==> src/rtl/irrigation_pkg.sv <==
// ---------------------------------------------------------------------------
// irrigation_pkg : shared encodings for the irrigation sensor front-end
// Rev 1.0
// ---------------------------------------------------------------------------
`default_nettype none

package irrigation_pkg;

  typedef enum logic [1:0] {
    ST_IDLE   = 2'd0,
    ST_REQ_M  = 2'd1,
    ST_REQ_L  = 2'd2,
    ST_UPDATE = 2'd3
  } state_t;

  localparam logic       CH_MOIST = 1'b0;
  localparam logic       CH_LIGHT = 1'b1;

  localparam logic [1:0] LT_NIGHT = 2'b00;
  localparam logic [1:0] LT_DUSK  = 2'b01;
  localparam logic [1:0] LT_DAY   = 2'b10;

  localparam logic [7:0] M_SAFE   = 8'd255;

  // Bright test first so inverted thresholds resolve to day.
  function automatic logic [1:0] light_class(input logic [7:0] light,
                                             input logic [7:0] dark_th,
                                             input logic [7:0] bright_th);
    if (light >= bright_th)    return LT_DAY;
    else if (light < dark_th)  return LT_NIGHT;
    else                       return LT_DUSK;
  endfunction

endpackage

`default_nettype wire

==> src/rtl/sensor_avg.sv <==
// ---------------------------------------------------------------------------
// sensor_avg : box-car moisture accumulator over 2**AVG_LOG2 samples
// Rev 1.0
// ---------------------------------------------------------------------------
`default_nettype none

module sensor_avg #(
  parameter int AVG_LOG2 = 2
) (
  input  logic       clk,
  input  logic       rst_n,
  input  logic       clr,
  input  logic       add,
  input  logic [7:0] din,
  output logic       done,
  output logic [7:0] avg
);

  localparam int c_AW = 8 + AVG_LOG2;
  localparam int c_CW = AVG_LOG2 + 1;
  localparam logic [c_CW-1:0] c_FULL = c_CW'(1 << AVG_LOG2);

  logic [c_AW-1:0] r_acc;
  logic [c_CW-1:0] r_cnt;

  // done holds until the owner clears; the accumulator never sees a sample past full.
  always_ff @(posedge clk) begin
    if (!rst_n || clr) begin
      r_acc <= '0;
      r_cnt <= '0;
    end else if (add) begin
      r_acc <= r_acc + c_AW'(din);
      r_cnt <= r_cnt + 1'b1;
    end
  end

  assign done = (r_cnt == c_FULL);
  assign avg  = 8'(r_acc >> AVG_LOG2);

endmodule

`default_nettype wire

==> src/rtl/sensor_sampler.sv <==
// ---------------------------------------------------------------------------
// sensor_sampler : periodic ADC moisture/light sampling with safe fallback
// Rev 1.0   Option: LIGHT_HYST_EN (two-round agreement before l_thresh moves)
// ---------------------------------------------------------------------------
`default_nettype none

module sensor_sampler
  import irrigation_pkg::*;
#(
  parameter int AVG_LOG2 = 2,
  parameter int PERIOD_W = 16,
  parameter int TIMEOUT  = 255
) (
  input  logic                clk,
  input  logic                rst_n,
  input  logic [PERIOD_W-1:0] sample_period,
  input  logic [7:0]          l_dark_th,
  input  logic [7:0]          l_bright_th,
  output logic                adc_req,
  output logic                adc_ch,
  input  logic [7:0]          adc_data,
  input  logic                adc_ack,
  output logic [7:0]          m_sense,
  output logic [7:0]          l_sense,
  output logic [1:0]          l_thresh,
  output logic                sense_valid,
  output logic                timeout_err
);

  localparam int c_WW = $clog2(TIMEOUT + 1);
  localparam logic [c_WW-1:0] c_WAIT_LAST = c_WW'(TIMEOUT - 1);

  state_t              r_state;
  logic [PERIOD_W-1:0] r_period_cnt;
  logic [c_WW-1:0]     r_wait_cnt;
`ifdef LIGHT_HYST_EN
  logic [1:0]          r_pend_cls;
  logic                r_pend_ok;
`endif

  logic       w_in_req;
  logic       w_timeout;
  logic       w_avg_add;
  logic       w_avg_clr;
  logic       w_avg_done;
  logic [7:0] w_avg;
  logic [1:0] w_cls;

  assign w_in_req  = (r_state == ST_REQ_M) || (r_state == ST_REQ_L);
  // An ack on the final wait cycle is taken as a result, not a timeout.
  assign w_timeout = w_in_req && adc_req && !adc_ack && (r_wait_cnt == c_WAIT_LAST);
  assign w_avg_add = (r_state == ST_REQ_M) && adc_req && adc_ack;
  assign w_avg_clr = w_timeout || ((r_state == ST_UPDATE) && w_avg_done);
  assign w_cls     = light_class(l_sense, l_dark_th, l_bright_th);

  sensor_avg #(.AVG_LOG2(AVG_LOG2)) u_avg (
    .clk  (clk),
    .rst_n(rst_n),
    .clr  (w_avg_clr),
    .add  (w_avg_add),
    .din  (adc_data),
    .done (w_avg_done),
    .avg  (w_avg)
  );

  always_ff @(posedge clk) begin
    if (!rst_n) begin
      r_state      <= ST_IDLE;
      r_period_cnt <= '0;
      r_wait_cnt   <= '0;
      adc_req      <= 1'b0;
      adc_ch       <= CH_MOIST;
      m_sense      <= M_SAFE;
      l_sense      <= '0;
      l_thresh     <= LT_NIGHT;
      sense_valid  <= 1'b0;
      timeout_err  <= 1'b0;
`ifdef LIGHT_HYST_EN
      r_pend_cls   <= LT_NIGHT;
      r_pend_ok    <= 1'b0;
`endif
    end else begin
      sense_valid <= 1'b0;
      case (r_state)
        ST_IDLE: begin
          if (r_period_cnt == '0) begin
            r_state <= ST_REQ_M;
            adc_ch  <= CH_MOIST;
          end else begin
            r_period_cnt <= r_period_cnt - 1'b1;
          end
        end

        // First cycle in a request state raises adc_req, so req is low for a
        // cycle after every ack and acks are honoured only while req is high.
        ST_REQ_M, ST_REQ_L: begin
          if (!adc_req) begin
            adc_req    <= 1'b1;
            r_wait_cnt <= '0;
          end else if (adc_ack) begin
            adc_req <= 1'b0;
            if (r_state == ST_REQ_M) begin
              r_state <= ST_REQ_L;
              adc_ch  <= CH_LIGHT;
            end else begin
              l_sense <= adc_data;
              r_state <= ST_UPDATE;
            end
          end else if (w_timeout) begin
            adc_req      <= 1'b0;
            timeout_err  <= 1'b1;
            l_thresh     <= LT_NIGHT;
            r_state      <= ST_IDLE;
            r_period_cnt <= sample_period;
`ifdef LIGHT_HYST_EN
            r_pend_ok    <= 1'b0;
`endif
          end else begin
            r_wait_cnt <= r_wait_cnt + 1'b1;
          end
        end

        ST_UPDATE: begin
`ifdef LIGHT_HYST_EN
          if (r_pend_ok && (w_cls == r_pend_cls))
            l_thresh <= w_cls;
          r_pend_cls <= w_cls;
          r_pend_ok  <= 1'b1;
`else
          l_thresh <= w_cls;
`endif
          if (w_avg_done)
            m_sense <= w_avg;
          sense_valid  <= 1'b1;
          timeout_err  <= 1'b0;
          r_state      <= ST_IDLE;
          r_period_cnt <= sample_period;
        end

        default: r_state <= ST_IDLE;
      endcase
    end
  end

endmodule

`default_nettype wire

==> config.mk <==
export PLATFORM = sky130hd
export DESIGN_NAME = sensor_sampler
export DESIGN_NICKNAME = d
export VERILOG_FILES = /design/src/rtl/irrigation_pkg.sv /design/src/rtl/sensor_avg.sv /design/src/rtl/sensor_sampler.sv
export SDC_FILE = /design/constraint.sdc
export NUM_CORES = 1
export LEC_CHECK = 0
export ABC_AREA = 1
export CORE_AREA = 2 2 90 110
export CTS_CLUSTER_DIAMETER = 100
export DETAILED_ROUTE_END_ITERATION = 12
export DIE_AREA = 0 0 92 112
export PLACE_DENSITY_LB_ADDON = 0.3
export SKIP_LAST_GASP = 1
export SYNTH_ARGS = -nofsm -noshare
export SYNTH_HDL_FRONTEND = slang
export SYNTH_SLANG_ARGS = --single-unit
==> constraint.sdc <==
create_clock -name clk -period 2 [get_ports clk]
set_clock_uncertainty 0.15 [all_clocks]
set_input_delay 0.4 -clock clk [delete_from_list [all_inputs] [get_ports clk]]
set_output_delay 0.4 -clock clk [all_outputs]
set_load 0.02 [all_outputs]
==> results of run 1 <==
## power by group
group          internal, W  switching, W
Combinational     0.000754       0.00112
Clock             0.000992      0.000559
Sequential         0.00136      0.000128
Total              0.00310       0.00181
## layout by cell type (no fill, tap or decap), types with 2 or more instances in the layout
cell type	Yosys	layout
sky130_fd_sc_hd__xnor2_1	2	2
sky130_fd_sc_hd__o211ai_1	3	3
sky130_fd_sc_hd__buf_4	1	41
sky130_fd_sc_hd__nand3_1	41	40
sky130_fd_sc_hd__nor2_1	64	63
sky130_fd_sc_hd__inv_2	2	5
sky130_fd_sc_hd__nand2_2	3	3
sky130_fd_sc_hd__or2_2	3	3
sky130_fd_sc_hd__xor2_1	3	3
sky130_fd_sc_hd__inv_1	74	71
sky130_fd_sc_hd__clkdlybuf4s50_1	0	61
sky130_fd_sc_hd__nand2_1	151	150
sky130_fd_sc_hd__dlymetal6s2s_1	0	2
sky130_fd_sc_hd__nor2_2	2	3
sky130_fd_sc_hd__clkinvlp_4	0	3
sky130_fd_sc_hd__nand4_1	10	10
sky130_fd_sc_hd__nand3b_1	4	4
sky130_fd_sc_hd__ha_4	0	2
sky130_fd_sc_hd__nor3_1	3	3
sky130_fd_sc_hd__o21ai_1	2	5
sky130_fd_sc_hd__o21a_1	2	2
sky130_fd_sc_hd__ha_1	33	29
sky130_fd_sc_hd__clkbuf_16	0	9
sky130_fd_sc_hd__ha_2	0	2
sky130_fd_sc_hd__clkinv_2	0	2
sky130_fd_sc_hd__a21oi_1	58	57
sky130_fd_sc_hd__o21ai_0	32	28
sky130_fd_sc_hd__dfxtp_1	61	61
## Yosys cell counts, types with 4 or more instances
cell type / count / share of area
sky130_fd_sc_hd__nand3b_1: 4 / 0.0079
sky130_fd_sc_hd__nor2_1: 64 / 0.063
sky130_fd_sc_hd__nand4_1: 10 / 0.016
sky130_fd_sc_hd__inv_1: 74 / 0.073
sky130_fd_sc_hd__o21ai_0: 32 / 0.042
sky130_fd_sc_hd__ha_1: 33 / 0.11
sky130_fd_sc_hd__nand2_1: 151 / 0.15
sky130_fd_sc_hd__nand3_1: 41 / 0.054
sky130_fd_sc_hd__a21oi_1: 58 / 0.076
sky130_fd_sc_hd__clkbuf_1: 8 / 0.0079
sky130_fd_sc_hd__dfxtp_1: 61 / 0.32
## cells by family after synthesis
family | count (synthesis) | synth area share
adder cells (fa/ha/maj) | 34 | 0.1135
XOR/XNOR | 5 | 0.01149
flip-flops | 61 | 0.3202
AO/OA/AOI/OAI | 105 | 0.1483
AND/OR/NAND/NOR | 284 | 0.3140
buffers and inverters | 90 | 0.09252
## through the flow
step	std cells	setup WS, ps
after floorplan	579	87.56
after global placement	793	-485.1
after detailed placement	793	-522.6
after CTS	810	19.04
after global routing	810	1.971
final	810	90.21
## sequential cells by signal, summed over array words and instances (netlist names)
register and flops:
r_state 2, sense_valid 1, r_wait_cnt 8, adc_ch 1, adc_req 1, l_sense 8
u_avg.r_acc 10, u_avg.r_cnt 3, m_sense 8, r_period_cnt 16, timeout_err 1, l_thresh 2
## final cells by class
class | instances | area, um2 | area share
clock buffer | 10 | 239.0 | 0.04570
clock inverter | 6 | 62.56 | 0.01196
inverter | 76 | 285.3 | 0.05456
multi-input combinational | 428 | 2295 | 0.4389
sequential | 61 | 1221 | 0.2335
tap | 123 | 153.9 | 0.02943
timing repair buffer | 106 | 972.2 | 0.1859
## routing by layer
metal / vias to the layer above / track usage / wire length (um)
met5: - / 0 / 0
met4: 0 / 0.05970 / 151
met3: 16 / 0.03586 / 400
met2: 101 / 0.3858 / 5236
met1: 1800 / 0.2108 / 4089
li1: 2087 / - / -
## worst max-delay path by stage
stage                                   to  slack (ps)  cells after the start
6_report                        l_sense[6]          90                      1
5_1_grt        u_avg.r_acc[7]$_SDFFE_PP0P_           2                      8
4_1_cts                            adc_req          20                      1
3_5_place_dp   u_avg.r_acc[8]$_SDFFE_PP0P_        -520                     12
3_3_place_gp   u_avg.r_acc[8]$_SDFFE_PP0P_        -490                     12
2_1_floorplan  u_avg.r_acc[8]$_SDFFE_PP0P_          90                     11
## timing repair
| item | in CTS | in global routing |
|---|---|---|
| cloned | 0 | 0 |
| buffers inserted | 1 | 0 |
| pin swaps | 3 | 4 |
| gates resized for setup | 7 | 14 |
| setup endpoints to repair | 2 | 39 |
==> summary.md, run 1 <==
| Metric | Value |
|---|---|
| Via density per instance | 4.943 |
| Sequential fraction of the synthesis area | 0.3202 |
| TritonCTS Buffers | 9 |
| Number of antenna repair diodes | 0 |
| Source of the worst hold timing path | u_avg.r_acc[0]$_SDFFE_PP0P_ |
| Rows | 39 |
| Synth Cell Area | 3814 um2 |
| Worst Path Arrival | 1360 ps |
| Static leakage | 2.467 nW |
| Mean cell area of the mapped netlist | 6.587 um2 |
| Wire length of the first global-routing pass | 16770 um |
| Routed wire length | 9877 um |
| Horizontal die dimension | 92 um |
| Hold Crit Endpoint | u_avg.r_acc[0]$_SDFFE_PP0P_ |
| Residual overflow from global routing | 0 |
| H-tree Lvls | 3 |
| Port Buffer Count | 64 |
| Effective utilization at floorplan | 0.4113 |
| Clock net sink count | 61 |
| Critical path class | register to primary output |
| Yosys reg bits | 61 |
| TritonCTS clock tree | built |
| Fraction of layout cells with a size suffix above 1 | 0.1237 |
| Hold-critical path depth | 2 |
| Area of all placed cells without fillers | 5229 um2 |
| Critical register-to-register path startpoint | r_state[1]$_SDFFE_PN0P_ |
| Clock slew at reported path FFs | 60 ps |
| Total via count after detailed routing | 4004 |
| Fraction of the cycle the final worst path needs | 0.9549 |
| Worst reg2reg path depth | 11 |
| Endpoints failing setup | 0 |
| Area of the core | 9271 um2 |
| Overall power | 0.004908 W |
| Upper clock frequency limit | 523.6 MHz |
| Util after Layout | 0.5640 |
| Worst max-slew margin expressed relative to the limit | 0.7851 |
| Final-layout worst hold slack | 322.1 ps |
| WP data required | 1450 ps |
| Worst reg-to-reg setup slack | 160 ps |
| Most used DFF post-synth | sky130_fd_sc_hd__dfxtp_1 |
| Placed inst area | 4861 um2 |
| Fill cell instance count of the final layout | 855 |
| Min Tclk post-route | 1910 ps |
| Kind of end point of the critical path | primary output |
| Crit-path slowest cell | sky130_fd_sc_hd__clkdlybuf4s50_1 |
| Full die area | 10300 um2 |
| Worst R2R End | r_period_cnt[13]$_SDFFE_PN0P_ |
| Post-cts hold buffer count | 0 |
| Pin slew with the least headroom to its limit | 322.0 ps |
| Worst voltage drop across the vdd grid | 0.4955 mV |
| Final net count | 759 |
| Syn nets | 656 |
| Clk Latency, worst-skew pair | 320 ps |
| Critical path buffers and inverters | 1 |
| I/O pins | 65 |
| Gate count after technology mapping | 579 |
| Die span in y | 112 um |
| Cell Chain, Critical Path | clkdlybuf4s50_1 |
| Growth of design area from synthesis to finish | 37.11% |
| Post-DP HPWL | 7674 um |
| Worst min-delay path category | register to register |
| Post-route ant nets | 0 |
| Family with the most delay on the worst path | buffers and inverters |
| Cell at the root of the clock tree | sky130_fd_sc_hd__clkbuf_16 |
| Peak fanout along the critical path | 4 |
| Power density of the placed cells | 938.6 nW/um2 |
| Gpl congestion | 0.8503 |
| Antenna violations before repair | 0 |
| Max Transition Viols Final | 0 |
| Unrepaired setup endpoints after global routing | yes |
| Total Routing Usage GR | 0.1972 |
| Worst path max stage delay | 630 ps |
| Vias in the first global route | 3949 |
| Total of max-cap violations | 0 |
| Iter 0 DRT Violations | 152 |
| Final Hold Fails | 0 |
| Setup TNS | 0 ps |
| Crit start category | register |
| Iteration count of the initial detailed-routing pass | 5 |
| Maximum clock insertion buffer count | 2 |
| Fraction of synthesis flops using an asynchronous set or reset pin | 0 |
| Pin count of the biggest net entering global routing | 19 |
| Syn. warnings | 0 |
| Number of remaining DRC errors | 0 |
| Routed WL per cell | 12.19 um |
| Result of the run | finished, final reports clean |
| Count of flip-flops with a built-in enable after synthesis | 0 |
| Distinct cell type count after synthesis | 37 |
| Crit. Startpoint | l_sense[6]$_SDFFE_PN0P_ |
(Power assumes the default switching activity.)
==> inputs of run 2 (changes only) <==
--- a/config.mk
+++ b/config.mk
@@ -6,10 +6,10 @@
 export NUM_CORES = 1
 export LEC_CHECK = 0
 export ABC_AREA = 1
-export CORE_AREA = 2 2 90 110
-export CTS_CLUSTER_DIAMETER = 100
+export CORE_AREA = 2 2 114 88
+export CTS_CLUSTER_DIAMETER = 50
 export DETAILED_ROUTE_END_ITERATION = 12
-export DIE_AREA = 0 0 92 112
+export DIE_AREA = 0 0 116 90
 export PLACE_DENSITY_LB_ADDON = 0.3
 export SKIP_LAST_GASP = 1
 export SYNTH_ARGS = -nofsm -noshare
==> run 2 against run 1 <==
  * Via count shrank 1.8%
  * Non-clock buffer count is 1 higher
  * Sequential share of layout area fell by 0.23 points
  * Clock-buffer cell count increased by 2
  * Critical path depth did not move
==> summary.md, run 2 (synthesis gave the netlist of run 1 again) <==
| Metric | Value |
|---|---|
| Cell at the root of the clock tree | sky130_fd_sc_hd__clkbuf_16 |
| Largest register by flop count | r_period_cnt |
| Cell Chain, Critical Path | clkdlybuf4s50_1 |
| Max FFs per register | 16 (unchanged) |
| Unrepaired setup endpoints after global routing | yes |
| Fraction of the cycle the final worst path needs | 0.9830 (+0.02814) |
| Routed WL per cell | 12.13 um (-0.53%) |
| Endpoints failing setup | 0 (unchanged) |
| Number of antenna repair diodes | 0 (unchanged) |
| Vias in the first global route | 3690 (-6.6%) |
| Wire length of the first global-routing pass | 16950 um (+1.1%) |
| Area of the core | 9387 um2 (+1.2%) |
| Pin slew with the least headroom to its limit | 279.5 ps (-42.45 ps) |
| Pin count of the biggest net entering global routing | 21 (+2) |
| Rows | 31 (-21%) |
| Effective utilization at floorplan | 0.4063 (-0.005044) |
| Total of max-cap violations | 0 (unchanged) |
| Post-route ant nets | 0 (unchanged) |
| Antenna violations before repair | 0 (unchanged) |
| Routed wire length | 9946 um (+0.70%) |
| Number of remaining DRC errors | 0 (unchanged) |
| Maximum clock insertion buffer count | 2 (unchanged) |
| Critical path class | register to primary output |
| Fraction of layout cells with a size suffix above 1 | 0.1206 (-0.003087) |
| Setup WS post-layout | 33.93 ps (-56.28 ps) |
| Power density of the placed cells | 964.6 nW/um2 (+2.8%) |
| Min Tclk post-route | 1966 ps (+56.28 ps) |
| Final Hold Fails | 0 (unchanged) |
| Port Buffer Count | 64 (unchanged) |
| Worst slack, placed | -542.6 ps (-20.09 ps) |
| Peak fanout along the critical path | 6 (+2) |
| Horizontal die dimension | 116 um (+26%) |
| Family with the most delay on the worst path | buffers and inverters |
| Static leakage | 2.481 nW (+0.55%) |
| Iter 0 DRT Violations | 271 (+78%) |
| Clk Latency, worst-skew pair | 330 ps (about the same) |
| Worst Path Arrival | 1420 ps (+60 ps) |
| Kind of end point of the critical path | primary output |
| Worst max-slew margin expressed relative to the limit | 0.8117 (+0.02657) |
| Full die area | 10440 um2 (+1.3%) |
| Total Routing Usage GR | 0.1982 (+0.001022) |
| Upper clock frequency limit | 508.6 MHz (-2.9%) |
| I/O pins | 65 (unchanged) |
| Total via count after detailed routing | 3931 (-1.8%) |
| Total setup buffers inserted after CTS | 0 (-1) |
| Worst min-delay path category | register to register |
| Largest registers | r_period_cnt (16), u_avg.r_acc (10) |
| TritonCTS clock tree | built |
| Crit-path slowest cell | sky130_fd_sc_hd__clkdlybuf4s50_1 |
| Post-DP HPWL | 7514 um (-2.1%) |
| Final net count | 760 (+0.13%) |
| Crit start category | register |
| TritonCTS Buffers | 9 (unchanged) |
| Max Transition Viols Final | 0 (unchanged) |
| Worst path max stage delay | 660 ps (+30 ps) |
| Critical path buffers and inverters | 1 (unchanged) |
| Iteration count of the initial detailed-routing pass | 5 (unchanged) |
| Residual overflow from global routing | 0 (unchanged) |
| Most used cells in the layout excluding fill and tap cells | sky130_fd_sc_hd__nand2_1, sky130_fd_sc_hd__inv_1, sky130_fd_sc_hd__nor2_1, sky130_fd_sc_hd__clkdlybuf4s50_1, sky130_fd_sc_hd__dfxtp_1 |
| Worst voltage drop across the vdd grid | 0.4150 mV (-16%) |
| Gpl congestion | 0.9145 (+7.6%) |
| Most common cell after layout, fill and taps aside | sky130_fd_sc_hd__nand2_1 |
| H-tree Lvls | 3 (unchanged) |
| Result of the run | finished, final reports clean |
| Via density per instance | 4.794 (-3.0%) |
| Growth of design area from synthesis to finish | 38.48% |
| Clock net sink count | 61 (unchanged) |
| WP data required | 1450 ps (about the same) |
| Die span in y | 90 um (-20%) |
| Clock slew at reported path FFs | 50 ps (about the same) |
| Setup TNS | 0 ps (unchanged) |
## run 2: power by group
part / internal [W] / total (W) / switching, W
registers: 0.00136 / 0.00149 / 0.000129
clock network: 0.00115 / 0.00170 / 0.000547
logic: 0.000787 / 0.00191 / 0.00112
## run 2: metal layers
layer | part of all wire | up-vias | routed length (um) | GRT usage
li1 | - | 2082 | - | -
met3 | 0.045 | 13 | 443 | 0.04788
met5 | 0 | - | 0 | 0
met2 | 0.44 | 85 | 4371 | 0.2987
met1 | 0.50 | 1751 | 5014 | 0.2854
met4 | 0.012 | 0 | 116 | 0.04563
## run 2: what timing repair did
action,in CTS,in global routing
resized for setup,5,14
hold buffers,0,0
setup endpoints to repair,2,34
pin swaps,1,3
## run 2: final cells by class
| cell class | instances | area, um2 |
|---|---|---|
| clock buffers | 12 | 256.5 |
| clock inverters | 4 | 70.07 |
| fillers | 918 | 4105 |
| inverters | 76 | 285.3 |
| multi-input cells | 428 | 2290 |
| flip-flops and latches | 61 | 1221 |
| well taps | 132 | 165.2 |
| repair buffers | 107 | 993.5 |
## run 2: final timing paths
| check | from | to | slack, ps | cells past startpoint |
|---|---|---|---|---|
| setup / recovery | adc_req$_SDFFE_PN0N_ | adc_req | 30 | 1 |
| hold / removal | u_avg.r_acc[0]$_SDFFE_PP0P_ | u_avg.r_acc[0]$_SDFFE_PP0P_ | 320 | 2 |
| setup reg to reg | r_state[0]$_SDFFE_PN0P_ | l_thresh[0]$_SDFFE_PN0P_ | 120 | 10 |
| hold reg to reg | u_avg.r_acc[0]$_SDFFE_PP0P_ | u_avg.r_acc[0]$_SDFFE_PP0P_ | 320 | 2 |
## run 2: stage by stage
step	hold WS (ps)	area [um2]	util	instances	power, W
detailed placement	308.5	4900	0.5220	804	0.003365
finish	323.7	5281	0.5627	820	0.005094
global placement	307.2	4900	0.5220	804	0.003323
floorplan	294.6	3814	-	579	0.002773
CTS	321.5	5236	0.5579	820	0.005080
global route	347.6	5281	0.5627	820	0.005452
